### src/rtl/bsearch_guesser_if.sv
// Compare-channel bundle between the guess engine (master) and a magnitude-comparator responder (slave).
// The master presents guess/guess_valid; the slave answers with res_valid and one-hot aeqb/agtb/altb.
interface bsearch_guesser_if #(
  parameter int WIDTH = 7
);
  logic [WIDTH-1:0] guess;
  logic             guess_valid;
  logic             res_valid;
  logic             aeqb;
  logic             agtb;
  logic             altb;

  modport master (
    output guess,
    output guess_valid,
    input  res_valid,
    input  aeqb,
    input  agtb,
    input  altb
  );

  modport slave (
    input  guess,
    input  guess_valid,
    output res_valid,
    output aeqb,
    output agtb,
    output altb
  );
endinterface

### src/rtl/bsearch_guesser.sv
// bsearch_guesser: binary-search guess engine opposite a magnitude comparator; GUESS_LIMIT_EN adds a try budget and limit_hit.
// Latency: first guess 1 cycle after start, next guess 2 cycles after each accepted response.
// Backpressure: guess is held with guess_valid high until res_valid accepts it.
module bsearch_guesser #(
  parameter int WIDTH     = 7,
  parameter int MAX_TRIES = 8
) (
  input  logic             clock,
  input  logic             reset,
  input  logic             start,
  bsearch_guesser_if.master cmp,
  output logic             done,
  output logic             found,
  output logic             error,
  output logic [WIDTH-1:0] result,
  output logic [3:0]       tries
`ifdef GUESS_LIMIT_EN
  ,
  output logic             limit_hit
`endif
);

  localparam logic [1:0] S_IDLE   = 2'd0;
  localparam logic [1:0] S_GUESS  = 2'd1;
  localparam logic [1:0] S_UPDATE = 2'd2;
  localparam logic [1:0] S_DONE   = 2'd3;

  localparam logic [WIDTH:0]   TOP  = {1'b0, {WIDTH{1'b1}}};
  localparam logic [WIDTH:0]   ONE  = {{WIDTH{1'b0}}, 1'b1};
  localparam logic [WIDTH-1:0] GMAX = {WIDTH{1'b1}};
  localparam logic [WIDTH-1:0] MID0 = WIDTH'(TOP >> 1);

`ifdef GUESS_LIMIT_EN
  localparam bit LIMIT_EN = 1'b1;
`else
  localparam bit LIMIT_EN = 1'b0;
`endif

  logic [1:0]       state;
  logic [WIDTH:0]   lo;
  logic [WIDTH:0]   hi;
  logic [WIDTH-1:0] guess;
  logic [WIDTH:0]   sum;
  logic [WIDTH-1:0] mid;
  logic [WIDTH:0]   guess_ext;
  logic [2:0]       flags;
  logic             accept;
  logic             is_eq;
  logic             is_gt;
  logic             is_lt;
  logic             bad;
  logic             limit_stop;
  logic [3:0]       tries_nxt;
  logic             restart;

  // Bounds are one bit wider so lo=hi+1 (empty interval) is representable.
  assign sum        = lo + hi;
  assign mid        = WIDTH'(sum >> 1);
  assign guess_ext  = {1'b0, guess};
  assign flags      = {cmp.aeqb, cmp.agtb, cmp.altb};
  assign accept     = (state == S_GUESS) && cmp.res_valid;
  assign is_eq      = (flags == 3'b100);
  assign is_gt      = (flags == 3'b010);
  assign is_lt      = (flags == 3'b001);
  assign bad        = !(is_eq || is_gt || is_lt) ||
                      (is_gt && (guess == GMAX)) ||
                      (is_lt && (guess == '0));
  assign tries_nxt  = tries + 4'd1;
  assign limit_stop = LIMIT_EN && (is_gt || is_lt) && !bad &&
                      (tries_nxt == 4'(MAX_TRIES));
  assign restart    = start && ((state == S_IDLE) || (state == S_DONE));

  assign cmp.guess       = guess;
  assign cmp.guess_valid = (state == S_GUESS);

  always_ff @(posedge clock) begin
    if (reset) begin
      state  <= S_IDLE;
      lo     <= '0;
      hi     <= TOP;
      guess  <= '0;
      done   <= 1'b0;
      found  <= 1'b0;
      error  <= 1'b0;
      result <= '0;
      tries  <= '0;
    end else begin
      case (state)
        S_IDLE, S_DONE: begin
          if (restart) begin
            lo     <= '0;
            hi     <= TOP;
            guess  <= MID0;
            tries  <= '0;
            done   <= 1'b0;
            found  <= 1'b0;
            error  <= 1'b0;
            result <= '0;
            state  <= S_GUESS;
          end
        end
        S_GUESS: begin
          if (accept) begin
            tries <= tries_nxt;
            if (is_eq) begin
              result <= guess;
              found  <= 1'b1;
              done   <= 1'b1;
              state  <= S_DONE;
            end else if (bad) begin
              error <= 1'b1;
              done  <= 1'b1;
              state <= S_DONE;
            end else begin
              if (is_gt) lo <= guess_ext + ONE;
              else       hi <= guess_ext - ONE;
              if (limit_stop) begin
                done  <= 1'b1;
                state <= S_DONE;
              end else begin
                state <= S_UPDATE;
              end
            end
          end
        end
        S_UPDATE: begin
          // A liar can pinch the interval shut; that is the only inconsistency caught here.
          if (lo > hi) begin
            error <= 1'b1;
            done  <= 1'b1;
            state <= S_DONE;
          end else begin
            guess <= mid;
            state <= S_GUESS;
          end
        end
        default: state <= S_IDLE;
      endcase
    end
  end

`ifdef GUESS_LIMIT_EN
  always_ff @(posedge clock) begin
    if (reset)                     limit_hit <= 1'b0;
    else if (restart)              limit_hit <= 1'b0;
    else if (accept && limit_stop) limit_hit <= 1'b1;
  end
`endif

endmodule

### src/flat_wrapper.sv
// flat-port wrapper written by rule: the top's interface ports become plain ports
module bsearch_guesser_flat 
#(
  parameter int WIDTH     = 7,
  parameter int MAX_TRIES = 8
)
  (clock, reset, start, done, found, error, result, tries, cmp_guess, cmp_guess_valid, cmp_res_valid, cmp_aeqb, cmp_agtb, cmp_altb);
  bsearch_guesser_if #(.WIDTH(WIDTH)) cmp_i ();
  input  logic clock;
  input  logic reset;
  input  logic start;
  output logic done;
  output logic found;
  output logic error;
  output logic [WIDTH-1:0] result;
  output logic [3:0] tries;
  output wire logic [$bits(cmp_i.guess)-1:0] cmp_guess;
  output wire logic [$bits(cmp_i.guess_valid)-1:0] cmp_guess_valid;
  input wire logic [$bits(cmp_i.res_valid)-1:0] cmp_res_valid;
  input wire logic [$bits(cmp_i.aeqb)-1:0] cmp_aeqb;
  input wire logic [$bits(cmp_i.agtb)-1:0] cmp_agtb;
  input wire logic [$bits(cmp_i.altb)-1:0] cmp_altb;
  assign cmp_guess = cmp_i.guess;
  assign cmp_guess_valid = cmp_i.guess_valid;
  assign cmp_i.res_valid = cmp_res_valid;
  assign cmp_i.aeqb = cmp_aeqb;
  assign cmp_i.agtb = cmp_agtb;
  assign cmp_i.altb = cmp_altb;
  bsearch_guesser #(.WIDTH(WIDTH), .MAX_TRIES(MAX_TRIES)) u_core (.clock(clock), .reset(reset), .start(start), .cmp(cmp_i), .done(done), .found(found), .error(error), .result(result), .tries(tries));
endmodule
### config.mk
export PLATFORM = sky130hd
export DESIGN_NAME = bsearch_guesser_flat
export DESIGN_NICKNAME = d
export VERILOG_FILES = /design/src/rtl/bsearch_guesser_if.sv /design/src/rtl/bsearch_guesser.sv /design/src/flat_wrapper.sv
export SDC_FILE = /design/constraint.sdc
export NUM_CORES = 1
export LEC_CHECK = 0
export ABC_AREA = 1
export BUFFER_PORTS_ARGS = -buffer_cell sky130_fd_sc_hd__buf_2
export CELL_PAD_IN_SITES_DETAIL_PLACEMENT = 0
export CELL_PAD_IN_SITES_GLOBAL_PLACEMENT = 1
export CORE_MARGIN = 5
export CORE_UTILIZATION = 40
export DETAILED_ROUTE_END_ITERATION = 8
export PLACE_DENSITY = 0.84
export SKIP_CTS_REPAIR_TIMING = 1
export SLEW_MARGIN = 10
export SYNTH_ARGS = -nofsm -noshare
export SYNTH_HDL_FRONTEND = slang
export SYNTH_SLANG_ARGS = --single-unit
### constraint.sdc
create_clock -name clock -period 1.99 [get_ports clock]
set_input_delay 0.199 -clock clock [delete_from_list [all_inputs] [get_ports clock]]
set_output_delay 0.199 -clock clock [all_outputs]
set_load 0.02 [all_outputs]
## Word-level counts from Yosys, hierarchy flattened

Cells that the tools add are included.

| storage, ports and cells | value |
|---|---|
| word-level logic and storage cells | 95 |
| bits in registers | 39 |
| output and inout port bits | 22 |

| cells by class | value |
|---|---|
| reduce and logical (&&, ||, !) cells | 23 |
| order comparisons | 1 |
| $add $sub $neg | 4 |
| eq/ne operators | 18 |
| mux-type cells | 40 |

Operators with widths:

| cell | number |
|---|---|
| 8-bit two-way mux | 10 |
| 7-bit two-way mux | 5 |
| 8-bit one-hot mux with 2 select lines | 2 |
| 7-bit one-hot mux with 2 select lines | 2 |
| 2-bit by 1-bit inequality test with 1-bit output, second input constant | 6 |
| 6-bit AND reduction | 2 |
| 1-bit two-way mux | 10 |
| 7-bit by 1-bit adder with 8-bit output, second input constant | 1 |
| 8-bit adder | 1 |
| 8-bit > comparator | 1 |
| 2-bit two-way mux | 4 |
| 4-bit two-way mux | 2 |
| 2-bit inequality test, second input constant | 4 |
| 4-bit one-hot mux with 2 select lines | 1 |
| 4-bit AND reduction | 2 |
| 7-bit by 1-bit subtractor with 8-bit output, second input constant | 1 |
| 7-bit == test, second input constant | 1 |
| 7-bit logical NOT | 1 |
| 1-bit one-hot mux with 3 select lines | 2 |
| 2-bit one-hot mux with 3 select lines | 1 |
| 3-bit AND reduction | 2 |
| 1-bit logical OR | 5 |
| 5-bit AND reduction | 1 |
| 4-bit by 1-bit adder with 4-bit output, second input constant | 1 |
| 13 further kinds | 18 |

## Depth between registers and ports, before layout

| depth | value |
|---|---|
| depth after elaboration | 10 |
| mapped depth | 15 |
| gate-level depth less buffers | 15 |

## Worst setup path before layout

Ideal clock, no wire load.

| timing | value |
|---|---|
| path kind | reg-to-reg |
| start | reg u_core.state[0] |
| end | reg u_core.lo[7] |
| buffers on the path | 0 |
| arrival | 1.706 ns |
| clock period less this slack | 1.819 ns |
| path slack | 0.171 ns |
| library setup time | 0.113 ns |
| cell stages (with the launch flop) | 12 |
| path through | dfxtp_1 -> inv_1 -> ha_1 -> nand2_2 -> nand2_2 -> a21oi_4 -> inv_2 -> nor2_4 -> nand3_4 -> nand2_4 -> o21a_1 -> nor2_1 |

| on the way | value |
|---|---|
| longest elaborated chain between the ends | 5 |
| elaborated cells between the ends (all ways) | 15 |
| those cells by class | eq/ne: 7; mux: 1; reduce/logical: 7 |

Ends and longest elaborated chain:

| item | line | text |
|---|---|---|
| start, declared | bsearch_guesser.sv:39 | `logic [1:0] state;` |
| start signal, assigned | bsearch_guesser.sv:78 | `state <= S_IDLE;` |
| start signal, assigned | bsearch_guesser.sv:99 | `state <= S_GUESS;` |
| start signal, assigned | bsearch_guesser.sv:109 | `state <= S_DONE;` |
| 2-bit == test or 2-bit logical NOT (tied branches) | bsearch_guesser.sv:71, bsearch_guesser.sv:88 |  |
| 1-bit logical OR | bsearch_guesser.sv:71 | `assign restart = start && ((state == S_IDLE) \|\| (state == S_DONE));` |
| 1-bit logical AND | bsearch_guesser.sv:71 |  |
| 2-bit by 1-bit inequality test with 1-bit output (no source line) | n/a |  |
| 6-bit AND reduction (no source line) | n/a |  |
| end signal, assigned | bsearch_guesser.sv:115 | `if (is_gt) lo <= guess_ext + ONE;` |
| end, declared | bsearch_guesser.sv:40 | `logic [WIDTH:0] lo;` |

Parallel ways exist; a longest one is shown, timed or not.
A chain may end at the register's enable or synchronous reset.

## Worst setup path in the final report

| timing | value |
|---|---|
| start | reg u_core.guess[0], in the netlist u_core.cmp.guess[0] |
| end | reg u_core.hi[4] |

| on the way | value |
|---|---|
| longest elaborated chain between the ends | 6 |
| elaborated cells between the ends (all ways) | 14 |
| those cells by class | add/sub: 1; eq/ne: 2; mux: 5; reduce/logical: 6 |

Ends and longest elaborated chain:

| item | line | text |
|---|---|---|
| start, declared | bsearch_guesser.sv:42 | `logic [WIDTH-1:0] guess;` |
| start signal, assigned | bsearch_guesser.sv:133 | `guess <= mid;` |
| 7-bit by 1-bit subtractor with 8-bit output or 7-bit == test (tied branches) | bsearch_guesser.sv:116, bsearch_guesser.sv:66 |  |
| 8-bit two-way mux or 1-bit logical AND (tied branches) | bsearch_guesser.sv:115, bsearch_guesser.sv:66 |  |
| 8-bit two-way mux or 1-bit logical OR (tied branches) | bsearch_guesser.sv:110, bsearch_guesser.sv:65 |  |
| 8-bit two-way mux or 1-bit logical OR (tied branches) | bsearch_guesser.sv:105, bsearch_guesser.sv:66 |  |
| 8-bit two-way mux or 2-bit inequality test (tied branches) | n/a |  |
| 8-bit one-hot mux with 2 select lines or 6-bit AND reduction (tied branches) | n/a |  |
| end signal, assigned | bsearch_guesser.sv:116 | `else hi <= guess_ext - ONE;` |
| end, declared | bsearch_guesser.sv:41 | `logic [WIDTH:0] hi;` |

Parallel ways exist; a longest one is shown, timed or not. The select of a mux whose other input is x is not followed.

==> flow_metrics.tcl <==
set metrics [dict create \
    power_density_nw_per_um2 1080 \
    clock_skew_ns 0.00628 \
    cts_tree "done" \
    critical_path_arrival_ns 2.02 \
    reg2reg_slack_ns 0.14 \
    hold_path.class "in -> reg" \
    finalSetupViolCount 0 \
    routed_wl_mm 6.49 \
    regArea_um2 781 \
    ant_nets 0 \
    wl_per_cell_um 12.9 \
    syn-num-nets 406 \
    status "complete, no violations" \
    start_util_pct 40.5 \
    io_buffers 28 \
    fin_util_pct 47.7 \
    cts.sinks 39 \
    hold_viol_final 0 \
    path_max_fanout 10 \
    ys_async_sr_fraction_pct 0 \
    grt_pass1_wl_mm 10.9 \
    fin_ws_ns 0.145 \
    synth_edf_count 0 \
    grt_overflow 0 \
    power_mw 3.22 \
    final.period_utilization_pct 92.7 \
    core.rowCount 29 \
    root_buffer "clkbuf_8" \
    die_w_um 89.7 \
    clock_path_buffers 2 \
    ys_ff_latch 39 \
    place_congestion 0.863 \
    antenna_cells 0 \
    fillCellCount 657 \
    synthCells 377 \
    dr.pass1.iters 4 \
    max-cap-violations 0 \
    synth_cell_types 32 \
    maxSlewViolCount 0 \
    drt_iter0_drc 87 \
    num-nets-final 453 \
    synth_area_leaders "dfxtp_1 31%, nand2_1 13%, ha_1 10%" \
    start_kind "register" \
    path_class "reg -> reg" \
    synth.most_common_cell "nand2_1" \
    ir_worst_vdd_v 0.000487 \
    drive_above_1_share_pct 18.2 \
    worst_pin_slew_ns 0.318 \
    hpwl_mm 5.02 \
    synth_ff_type "dfxtp_1" \
    vias_per_cell 4.89 \
    cts_max_level 2 \
    grt_pass1_vias 2307 \
    hold_ws_ns 0.347 \
    drc 0 \
    avgSynthCellArea_um2 6.74 \
    ioPinCount 29 \
    synth_area_leader_cell "dfxtp_1" \
    clk_latency_ns 0.29 \
    synth_common_cells "86 x nand2_1, 51 x inv_1, 45 x nand3_1, 39 x dfxtp_1" \
    rsz0062_at_grt "no" \
    slew_headroom_pct 78.7 \
    synth_top_area_share_pct 30.7 \
    dieHeight_um 89.7 \
    worstPathRequired_ns 2.17 \
    ys_seq_area_share_pct 30.7 \
    period_needed_ns 1.85 \
    p_leak_nw 1.51 \
    die_area_um2 8050 \
    multi_input_area_um2 1530 \
    crit_path_end_kind "register" \
    track_usage_pct 16.1 \
    grt_max_degree 20 \
    numCtsBuffers 5 \
    syn_area_um2 2540 \
    antenna_found_initial 0 \
    area_growth_pct 17.9 \
    clk_pin_slew_worst_paths_ns 0.08 \
    coreArea_um2 6280 \
    num_vias 2450 \
    max_freq_ghz 0.542 \
    place_ws_ns 0.00463 \
    ys_warn_count 0 \
    fin_setup_tns_ns 0 \
]
flip-flops by register name, summed over array words and instances (netlist names):
| signal | flops |
|---|---|
| u_core.result | 7 |
| u_core.cmp.guess | 7 |
| u_core.found | 1 |
| u_core.lo | 8 |
| u_core.done | 1 |
| u_core.hi | 8 |
| u_core.state | 2 |
| u_core.tries | 4 |
| u_core.error | 1 |
stage by stage:
stage | std cells | area, um^2
after global placement | 488 | 2850
after CTS | 495 | 2940
after detailed placement | 488 | 2850
after global routing | 501 | 3000
after floorplan | 377 | 2540
final | 501 | 3000
worst max-delay path, cell delays in order (launching register included):
cell and delay [ns]:
dfxtp_1 0.45, ha_1 0.25, nand3_2 0.12, nor2_1 0.23, nand2_1 0.09, nand2_1 0.09
nor2_2 0.06, nand3_1 0.12, nand2_4 0.12, nand3_1 0.13, nand3_1 0.08
placed cells by master, fill, tap and decap left out, types with 2 or more instances in the layout:
cell type and count:
nand2_1 85, inv_1 51, nand3_1 45, dfxtp_1 39, nor2_1 37, a21oi_1 36, buf_2 28, ha_1 21
buf_4 21, nand4_1 8, o21ai_0 6, xor2_1 6, clkbuf_8 6, nor3_1 5, nand3_2 3, nand2_2 3
nand2_4 3, inv_2 2, nor2_2 2, o21bai_1 2, o21a_1 2, nor2_4 2
path summary, 6_finish.rpt:
| check | startpoint | endpoint | cells after the start |
|---|---|---|---|
| setup reg to reg | u_core.cmp.guess[0]$_SDFFE_PP0P_ | u_core.hi[4]$_SDFFE_PP1P_ | 10 |
| setup / recovery | u_core.cmp.guess[0]$_SDFFE_PP0P_ | u_core.hi[4]$_SDFFE_PP1P_ | 10 |
| hold reg to reg | u_core.result[0]$_SDFFE_PP0P_ | u_core.result[0]$_SDFFE_PP0P_ | 2 |
| hold / removal | reset | u_core.lo[1]$_SDFFE_PP0P_ | 3 |
kinds of logic after synthesis:
logic type | synth area share, %
buffers and inverters | 9.50
AO/OA/AOI/OAI | 10.8
XOR/XNOR | 2.07
adder cells (fa/ha/maj) | 11.1
AND/OR/NAND/NOR | 35.7
flip-flops | 30.7
metal layers:
| layer | up-vias | global-route usage, % | routed length, um | part of all wire [%] |
|---|---|---|---|---|
| met5 | - | 0 | 0 | 0 |
| met4 | 0 | 4.66 | 74 | 1.1 |
| met3 | 5 | 2.25 | 204 | 3.1 |
| met2 | 41 | 26.6 | 2980 | 46 |
| met1 | 1100 | 21.8 | 3230 | 50 |
| li1 | 1304 | - | - | - |
layout make-up:
type	count	area share, %
clock buffer	6	2.76
clock inverter	1	0.167
inverter	54	6.77
multi-input combinational	275	51.1
sequential	39	26.1
tap	77	3.22
timing repair buffer	49	9.94
power breakdown:
group | switching [mW] | internal, mW | total (mW)
Sequential | 0.130 | 0.931 | 1.06
Clock | 0.280 | 0.272 | 0.552
Combinational | 1.04 | 0.566 | 1.61
(Power assumes the default switching activity.)
